**src/rtl/bbx_drv.sv**
```systemverilog
// Random bounding-box triangle driver: LFSR-generated screen-space triangles.
// Optional bubble insertion is enabled by defining BBX_DRV_BUBBLE_EN.
module bbx_drv #(
  parameter int          SIGFIG = 24,
  parameter int          RADIX  = 10,
  parameter int          VERTS  = 3,
  parameter int          AXIS   = 3,
  parameter logic [31:0] SEED   = 32'h0000_0001
) (
  input  logic                     clk,
  input  logic                     rst,
  input  logic                     start,
  input  logic [15:0]              num_tri,
  input  logic                     halt_RnnnnL,
  input  logic signed [SIGFIG-1:0] screen_RnnnnS [1:0],
  output logic signed [SIGFIG-1:0] tri_R10S [VERTS-1:0][AXIS-1:0],
  output logic                     validTri_R10H,
  output logic [15:0]              tri_count,
  output logic                     done
);

  typedef enum logic [1:0] {
    IDLE = 2'd0,
    RUN  = 2'd1,
    DONE = 2'd2
  } state_e;

  localparam logic [31:0] MASK   = 32'h8020_0003;
  localparam logic [31:0] SEED_L = (SEED == 32'd0) ? 32'd1 : SEED;
  localparam logic signed [SIGFIG-1:0] ONE_L =
    {{(SIGFIG-1){1'b0}}, 1'b1};
  localparam logic signed [SIGFIG-1:0] Z_L = ONE_L << RADIX;

  function automatic logic [31:0] step(input logic [31:0] s);
    return (s >> 1) ^ (s[0] ? MASK : 32'd0);
  endfunction

  // One subtraction folds most overshoot; the rest saturates at the edge.
  function automatic logic signed [SIGFIG-1:0] reduce(
    input logic signed [SIGFIG-1:0] r,
    input logic signed [SIGFIG-1:0] s
  );
    logic signed [SIGFIG-1:0] t;
    t = r;
    if (t >= s) t = t - s;
    if (t >= s) t = s - ONE_L;
    return t;
  endfunction

  state_e                   state_q;
  logic [31:0]              lfsr_q;
  logic [15:0]              cnt_q;
  logic [15:0]              num_q;
  logic                     valid_q;
  logic                     done_q;
  logic signed [SIGFIG-1:0] tri_q [VERTS-1:0][AXIS-1:0];

  logic signed [SIGFIG-1:0] tri_d [VERTS-1:0][AXIS-1:0];
  logic [31:0]              lfsr_v;
  logic [31:0]              lfsr6_d;
  logic [31:0]              lfsr1_d;
  logic signed [SIGFIG-1:0] raw;
  logic                     bubble;

  always_comb begin
    lfsr_v = lfsr_q;
    raw    = '0;
    for (int v = 0; v < VERTS; v++) begin
      for (int a = 0; a < AXIS; a++) begin
        tri_d[v][a] = (a == 2) ? Z_L : '0;
      end
    end
    for (int k = 0; k < 2*VERTS; k++) begin
      lfsr_v = step(lfsr_v);
      raw    = {1'b0, lfsr_v[SIGFIG-2:0]};
      tri_d[k/2][k%2] = reduce(raw, screen_RnnnnS[k%2]);
    end
    lfsr6_d = lfsr_v;
    lfsr1_d = step(lfsr_q);
  end

`ifdef BBX_DRV_BUBBLE_EN
  assign bubble = lfsr_q[31];
`else
  assign bubble = 1'b0;
`endif

  always_ff @(posedge clk) begin
    if (rst) begin
      state_q <= IDLE;
      lfsr_q  <= SEED_L;
      cnt_q   <= '0;
      num_q   <= '0;
      valid_q <= 1'b0;
      done_q  <= 1'b0;
      for (int v = 0; v < VERTS; v++) begin
        for (int a = 0; a < AXIS; a++) begin
          tri_q[v][a] <= '0;
        end
      end
    end else begin
      done_q <= 1'b0;
      if (halt_RnnnnL) begin
        unique case (state_q)
          IDLE: begin
            if (start) begin
              cnt_q   <= '0;
              num_q   <= num_tri;
              state_q <= (num_tri == 16'd0) ? DONE : RUN;
            end
          end
          RUN: begin
            if (bubble) begin
              valid_q <= 1'b0;
              lfsr_q  <= lfsr1_d;
            end else begin
              tri_q   <= tri_d;
              valid_q <= 1'b1;
              cnt_q   <= cnt_q + 16'd1;
              lfsr_q  <= lfsr6_d;
              if (cnt_q + 16'd1 == num_q) state_q <= DONE;
            end
          end
          DONE: begin
            valid_q <= 1'b0;
            done_q  <= 1'b1;
            state_q <= IDLE;
          end
          default: state_q <= IDLE;
        endcase
      end
    end
  end

  assign tri_R10S      = tri_q;
  assign validTri_R10H = valid_q;
  assign tri_count     = cnt_q;
  assign done          = done_q;

endmodule

```
**config.mk**
```make
export PLATFORM = sky130hd
export DESIGN_NAME = bbx_drv
export DESIGN_NICKNAME = d
export VERILOG_FILES = /design/src/rtl/bbx_drv.sv
export SDC_FILE = /design/constraint.sdc
export NUM_CORES = 1
export LEC_CHECK = 0
export ABC_CLOCK_PERIOD_IN_PS = 11400
export CELL_PAD_IN_SITES_DETAIL_PLACEMENT = 0
export CELL_PAD_IN_SITES_GLOBAL_PLACEMENT = 2
export CORE_UTILIZATION = 36
export CTS_CLUSTER_SIZE = 24
export DETAILED_ROUTE_END_ITERATION = 7
export GPL_ROUTABILITY_DRIVEN = 0
export HOLD_SLACK_MARGIN = 0.06
export PLACE_DENSITY_LB_ADDON = 0.1
export SLEW_MARGIN = 20
export SYNTH_ARGS = -nofsm -noshare
export SYNTH_HDL_FRONTEND = slang
export SYNTH_SLANG_ARGS = --single-unit
export TNS_END_PERCENT = 50
```
**constraint.sdc**
```tcl
create_clock -name clk -period 11.4 [get_ports clk]
set_input_delay 1.71 -clock clk [delete_from_list [all_inputs] [get_ports clk]]
set_output_delay 1.71 -clock clk [all_outputs]
set_load 0.05 [all_outputs]
```
; Word level (Yosys, flattened, before mapping)
; Index checks and enable logic that the tools add are counted.
[classes]
n_addsub = 9
n_lt_le_gt_ge = 12
eq_ne = 5
mux = 26
bitwise = 7
n_reduce_logical = 10
[ops]
columns = op, count
row1 = greater-or-equal comparator 24 bit, 12
row2 = two-way mux 24 bit, 12
row3 = two-way mux 32 bit, 6
row4 = bitwise XOR 31 x 32 -> 32 bit, 6
row5 = subtractor 24 bit, 6
row6 = subtractor 24 x 2 -> 24 bit (second input constant), 2
row7 = one-hot mux 16 bit (2 select lines), 1
row8 = adder 16 x 1 -> 16 bit (second input constant), 1
row9 = equality test 16 bit, 1
row10 = logical NOT 16 bit, 1
row11 = two-way mux 16 bit, 1
row12 = AND reduction 3 bit, 3
row13 = two-way mux 2 bit, 3
row14 = inequality test 2 bit (second input constant), 2
row15 = one-hot mux 2 bit (2 select lines), 1
row16 = AND reduction 2 bit, 2
row17 = nonzero test 2 bit, 2
row18 = equality test 2 x 1 -> 1 bit (second input constant), 1
row19 = equality test 2 bit (second input constant), 1
row20 = logical NOT 2 bit, 1
row21 = one-hot mux 1 bit (2 select lines), 1
row22 = OR reduction 2 bit, 1
row23 = two-way mux 1 bit, 1
row24 = inverter 1 bit, 1
[totals]
ff_bits = 213
input_bits = 68
output_inout_bits = 234
elab_cells = 82

; Logic depth before layout (Yosys ltp)
; Gate-level depths: netlist of the first run.
[logic_depth]
depth_word = 16
mapped_depth = 30

; Worst setup path before layout of the first run
; Ideal clock, no wire load.
[synth_timing]
kind = input -> register
startpoint = input port screen_RnnnnS[0] (netlist name)
endpoint = register tri_q, in the netlist tri_R10S[86]
arrival_ns = 6.432
required_ns = 11.283
setup_slack_ns = 4.851
stages = 21
path_buffers = 1
cell_sequence = ha_1 fa_1 nor2b_1 o2111ai_1 and3_1 o32ai_1 a2111oi_0 o41ai_1 a311oi_1 mux2i_1 o21a_1 ha_1 and4_1 nand4_1 or3_1 o21bai_1 nor3b_1 a2111oi_4 buf_4 mux2_2 a22o_1
[synth_between]
elab_chain_cells = 4
elab_cells_between_ends = 6
[synth_lines]
columns = element, line_no
row1 = from (decl), 15  ; input logic signed [SIGFIG-1:0] screen_RnnnnS [1:0],
row2 = subtractor 24 bit / greater-or-equal comparator 24 bit (equally long branches), 45  ; if (t >= s) t = t - s;
row3 = two-way mux 24 bit, 45
row4 = greater-or-equal comparator 24 bit, 46  ; if (t >= s) t = s - ONE_L;
row5 = two-way mux 24 bit *, 46
row6 = to (signal assigned), 117  ; tri_q <= tri_d;
row7 = to (decl), 56  ; logic signed [SIGFIG-1:0] tri_q [VERTS-1:0][AXIS-1:0];
; Every way passes the cells marked *; elsewhere a longest branch is shown, timed or not.
; A chain may end at the register's enable or synchronous reset.

; Worst setup path after layout of the first run
[layout_timing]
startpoint = input port screen_RnnnnS[0] (netlist name)
endpoint = register tri_q, in the netlist tri_R10S[81]
; Same word-level chain as after synthesis.

==> impl_metrics.toml, run 1 <==
[critical_path]
slowest_stage = "a2111oi_0"
endpoint_kind = "flop"
path_max_fanout = 26
r2r_slack_ns = 3.06
path_class = "input port to flop"
critPathBufInv = 2
cp_slowest_stage_delay_ns = 0.78
cpLargestDelayFamily = "compound AO/OA/AOI/OAI gates"
setup.worst_path.start_class = "input port"
worstReg2RegEnd = "tri_R10S[152]$_SDFFE_PP0P_"
cp.arrival_ns = 8.91
r2r_start = "lfsr_q[0]$_SDFFE_PP1P_"
path_depth = 23
crit_chain = "clkdlybuf4s50_1, ha_1, fa_1, nor2b_1, o2111ai_1, and3_1, o32ai_1, a2111oi_0, o41ai_1, a311oi_1, mux2i_1, o21a_1, ha_1, nand2_1, nor2_1, a211oi_1, o211ai_1, o21bai_1, nand3_1, a2111oi_4, buf_4, mux2i_1, o21ai_0"
worst-endpoint-required_ns = 11.84
worst_r2r_path_depth = 23

[global_routing]
antenna_found_initial = 0
grt_pass1_wl_um = 140000
use_met2_pct = 50.1
use_met3_pct = 2.49
grt_overflow_total = 0
grtUsageTotal_pct = 28.9
grt_max_degree = 90
grt_pass1_vias = 22600
grt-busiest-layer = "met2"
grt_use_met1_pct = 37.0

[placed_design]
pre_cts_ws_ns = 2.39
io_buffers = 232
dp_hpwl_um = 74000

[detailed_routing]
wl_um = 95100
detail-route-antenna-nets = 0
vias = 23200
first_pass_iters = 6
wl_per_cell_um = 23.6
routed_via_density = 5.75
drt_iter0_markers = 1678
drc = 0

[timing]
maxSlewViolCount = 0
setup_tns_ns = 0
whs_ns = 0.439
worst_pin_slew_ns = 1.17
clock.fmax_ghz = 0.118
hold_viol = 0
grt_setup_unrepaired = "no"
finalWorstPathRequiredPeriod_ns = 8.47
max-slew-margin-rel_pct = 20.2
clock_skew_ns = 0.0280
setup_violations = 0
fin_crit_sh_pct = 74.3
postLayoutSetupSlackWorst_ns = 2.93

[outcome]
status = "finished clean"

[hold_path]
hold_path_end = "tri_R10S[41]$_SDFFE_PP0P_"
hold_depth = 2
hp-start = "tri_R10S[41]$_SDFFE_PP0P_"
hp-class = "flop to flop"

[clock_network]
ctsLongestPathBuffers = 3
cts_tree = "yes"
cts_sinks = 213
cts.reportedPaths.clkPinSlew_ns = 0.06
ctsHtreeMaxLevel = 1
ctsHoldBuffers = 0
cts-root-buf = "clkbuf_16"
cts_resized = 0
worstSkewPairLatency_ns = 0.62
cts_buffers = 29
cts_setup_buffers = 0

[synthesis]
yosys.cell_count.top_type = "nand2_1"
synthArstFlopShare_pct = 0
yosysTopAreaCell = "dfxtp_1"
ys_seq_area_share_pct = 18.9
yosysTopAreaCellShare_pct = 18.9
synthCells = 3003
synth-edff-count = 0
yosys_warnings = 0
synth-main-ff-cell = "dfxtp_1"
avgSynthCellArea_um2 = 7.51
netlist_top_cells_count = "nand2_1, a21oi_1, ha_1"
synth_area_leaders = "dfxtp_1, ha_1, a21oi_1, nand2_1, xnor2_1"
syn_area_um2 = 22500
synth_cell_types = 86
ys_seq_elements = 213

[die]
core_um2 = 61800
die_height_um = 252
pin_count = 302
die_area_um2 = 63600
die_x_um = 252
num_rows = 91
start_util_pct = 36.5

[power]
p_leak_uw = 0.0112
power_density_nw_per_um2 = 121
p_total_uw = 3200
ir_drop_v = 0.000111

[run]
maxCapViolCount = 0

[finish]
nets = 3536
drive_above_1_share_pct = 6.23
area_growth_pct = 17.5
-- cell type report --
class,count,area (um^2)
Clock buffer,43,838
Timing Repair Buffer,277,2660
Antenna cell,1,2.50
Tap cell,837,1050
Multi-Input combinational cell,2556,17200
Fill cell,6326,35300
Inverter,97,364
Sequential cell,213,4260
Clock inverter,8,121
-- worst reg2reg max path, stage by stage (launching register included) --
cell and delay, ns:
dfxtp_1 0.37, xnor2_1 0.60, xor2_1 0.69, xor2_1 0.29, xnor2_1 0.38, fa_1 0.29
nor2b_1 0.08, o31a_1 0.26, or4_1 0.45, a211oi_1 0.29, o21ba_2 0.21, o31a_1 0.52
buf_4 0.40, o21ai_0 0.30, ha_1 0.41, nand4_1 0.12, nor4_1 0.54, o31ai_1 0.23
a31oi_1 0.20, a221o_1 0.53, buf_4 0.41, nor2_1 0.09, a211oi_1 0.42, a31o_2 0.17
-- placed cells by master (no fill, tap or decap), types with 46 or more instances in the layout --
| cell type | instances |
|---|---|
| nand2_1 | 371 |
| a21oi_1 | 297 |
| ha_1 | 288 |
| clkdlybuf4s50_1 | 231 |
| nor2_1 | 219 |
| dfxtp_1 | 213 |
| o21ai_0 | 204 |
| xnor2_1 | 132 |
| inv_1 | 94 |
| a21o_1 | 93 |
| nand3_1 | 77 |
| xor2_1 | 72 |
| conb_1 | 69 |
| nand4_1 | 52 |
| nor3_1 | 52 |
| o211ai_1 | 50 |
| mux2_2 | 48 |
| a211oi_1 | 46 |
| buf_4 | 46 |
-- state kept, by name, indices dropped and copies added, names as in the netlist --
signal / flops
done: 1
num_q: 16
lfsr_q: 32
tri_R10S: 145
state_q: 2
validTri_R10H: 1
tri_count: 16
-- power by group --
part | switching (uW) | internal, uW | total [uW]
Combinational | 959 | 469 | 1430
Sequential | 35.1 | 791 | 826
Clock | 396 | 553 | 949
Total | 1390 | 1810 | 3200
-- through the flow --
step / std cells / util (%) / area, um^2
2_1_floorplan: 3071 / - / 22800
5_1_grt: 4031 / 42.9 / 26500
6_report: 4032 / 42.9 / 26500
3_5_place_dp: 3980 / 41.3 / 25500
4_1_cts: 4031 / 42.9 / 26500
3_3_place_gp: 3980 / 41.3 / 25500
-- cell families (layout without fill, tap and decap cells) --
logic type	Yosys count	after routing	share of synthesized area [%]
XOR/XNOR	204	204	7.92
buffers and inverters	302	425	6.33
flip-flops	213	213	18.9
AO/OA/AOI/OAI	933	933	26.3
adder cells (fa/ha/maj)	294	294	16.5
other	1	70	0.0166
multiplexers	77	77	3.68
AND/OR/NAND/NOR	979	979	20.3
-- layer usage --
metal,up-vias,wire (um)
li1,11200,-
met1,11200,41200
met2,692,45900
met3,158,4270
met4,0,3830
met5,-,0
-- worst max path at each step --
stage / startpoint / end / slack, ns
6_report: screen_RnnnnS[0] / tri_R10S[81]$_SDFFE_PP0P_ / 2.93
5_1_grt: lfsr_q[0]$_SDFFE_PP1P_ / tri_R10S[150]$_SDFFE_PP0P_ / 2.66
4_1_cts: screen_RnnnnS[2] / tri_R10S[81]$_SDFFE_PP0P_ / 3.04
3_5_place_dp: screen_RnnnnS[2] / tri_R10S[81]$_SDFFE_PP0P_ / 2.39
3_3_place_gp: screen_RnnnnS[0] / tri_R10S[81]$_SDFFE_PP0P_ / 2.44
2_1_floorplan: screen_RnnnnS[0] / tri_R10S[86]$_SDFFE_PP0P_ / 4.85
Note: power is estimated with default switching activity, not from simulation.
==> inputs of run 2 (changes only) <==
Settings changed: ABC_CLOCK_PERIOD_IN_PS 11400 to 8600, CORE_UTILIZATION 36 to 33.
Clock period 11.4 ns to 8.6 ns, I/O delays scaled along.
==> impl_metrics.toml, run 2 (synthesized netlist as in run 1, its figures left out) <==
[power]
power_density_nw_per_um2 = 162
pwr-share-seq_pct = 25.0
p_leak_uw = 0.0114
swShare_pct = 43.4
p_int_uw = 2470
combPwrFrac_pct = 45.2
ir_drop_v = 0.000166
power_frac_clock_pct = 29.7
power_switching_uw = 1890

[placed_design]
dp_hpwl_um = 75600
io_buffers = 232

[finish]
regArea_um2 = 4260
nets = 3572
antenna_cells = 0
multi_input_area_um2 = 17200
drive_above_1_share_pct = 7.49
final_common_cell = "nand2_1"
largest_register_ff_count = 145
final_cell_mix = "nand2_1, a21oi_1, ha_1"
fin_util_pct = 39.9
area_growth_pct = 19.2
nFillCells = 6932

[critical_path]
cp.arrival_ns = 8.37
endpoint_kind = "flop"
critPathLaunch = "lfsr_q[0]$_SDFFE_PP1P_"
path_max_fanout = 27
slowest_stage = "nor4_1"
r2r_start = "lfsr_q[0]$_SDFFE_PP1P_"
setup.worst_path.start_class = "flop"
crit_path_frequent_cell = "xor2_1"
path_class = "flop to flop"
worst-endpoint-required_ns = 9.06
cp_slowest_stage_delay_ns = 0.64

[timing]
max-slew-margin-rel_pct = 38.5
worst_pin_slew_ns = 0.922
grt_setup_unrepaired = "no"
setup_tns_ns = 0
fin_crit_sh_pct = 92.0
clock.fmax_ghz = 0.126
clock_skew_ns = 0.0261
setup_violations = 0
hold_viol = 0
finalWorstPathRequiredPeriod_ns = 7.91
maxSlewViolCount = 0

[clock_network]
cts_setup_buffers = 0
ctsLongestPathBuffers = 3
cts.reportedPaths.clkPinSlew_ns = 0.06
cts_sinks = 213
cts_tree = "yes"
worstSkewPairLatency_ns = 0.62
cts-root-buf = "clkbuf_16"
cts_resized = 0
ctsHoldBuffers = 0
ctsHtreeMaxLevel = 1
cts_buffers = 30

[die]
die_x_um = 263
die_height_um = 263
start_util_pct = 33.5
die_area_um2 = 69400
num_rows = 95
pin_count = 302
core_um2 = 67400

[detailed_routing]
first_pass_iters = 7
wl_per_cell_um = 23.5
detail-route-antenna-nets = 0
vias = 23100
routed_via_density = 5.63
drt_iter0_markers = 1500
drc = 0
wl_um = 96400

[global_routing]
grt_pass1_wl_um = 143000
grtUsageTotal_pct = 26.8
antenna_found_initial = 0
grt_max_degree = 73
grt_overflow_total = 0
grt_pass1_vias = 22800

[hold_path]
hp-class = "flop to flop"
hp-start = "tri_R10S[46]$_SDFFE_PP0P_"

[run]
maxCapViolCount = 0

[outcome]
status = "finished clean"
-- run 2: cell count changes in the layout (fill, tap and decap cells not counted), sizes merged --
cell and delta:
clkbuf -8, diode -1, inv -1, clkinv +12, buf +35, bufinv +1
-- run 2: worst paths after layout --
kind	end	slack, ns	depth (start not counted)
worst max register to register	tri_R10S[104]$_SDFFE_PP0P_	0.69	26
worst min register to register	tri_R10S[46]$_SDFFE_PP0P_	0.45	2
worst min-delay path	tri_R10S[46]$_SDFFE_PP0P_	0.45	2
worst max-delay path	tri_R10S[104]$_SDFFE_PP0P_	0.69	26
-- run 2: per-layer routing --
layer	GRT usage, %	share of wire (%)
met1	34.4	44
met2	46.7	48
met4	9.02	3.5
met5	0	0
met3	2.44	3.7
-- run 2: through the flow --
| stage | power [uW] | instances | cell area (um^2) | hold WS (ns) | setup slack, ns |
|---|---|---|---|---|---|
| after global placement | 3050 | 4051 | 25900 | 0.431 | 0.376 |
| after detailed placement | 3070 | 4051 | 25900 | 0.443 | 0.397 |
| after floorplan | 2420 | 3071 | 22800 | 0.432 | 2.36 |
| after global routing | 4600 | 4106 | 26900 | 0.467 | 0.198 |
| after CTS | 4390 | 4106 | 26900 | 0.448 | 0.717 |
| final | 4360 | 4106 | 26900 | 0.446 | 0.691 |
-- run 2: layout make-up --
type,count,share of cell area (%)
Multi-Input combinational cell,2556,64.0
Sequential cell,213,15.9
Timing Repair Buffer,312,11.1
Tap cell,873,4.06
Clock buffer,35,2.94
Inverter,97,1.35
Clock inverter,20,0.768
-- run 2: critical path: cells and delay by family (launching register included) --
| kind | cells | cell delay, ns |
|---|---|---|
| XOR/XNOR | 5 | 1.56 |
| adder cells (fa/ha/maj) | 3 | 0.94 |
| AO/OA/AOI/OAI | 8 | 2.09 |
| flip-flops | 1 | 0.42 |
| AND/OR/NAND/NOR | 5 | 1.56 |
| buffers and inverters | 4 | 0.76 |
| multiplexers | 1 | 0.40 |
-- run 2: power by group through the flow --
| stage | combinational [uW] | clock (uW) | sequential, uW |
|---|---|---|---|
| finish | 1970 | 1300 | 1090 |
| global route | 2130 | 1370 | 1100 |
| CTS | 1960 | 1330 | 1090 |
| detailed placement | 1950 | 0 | 1120 |
| global placement | 1940 | 0 | 1110 |
| floorplan | 1150 | 0 | 1280 |
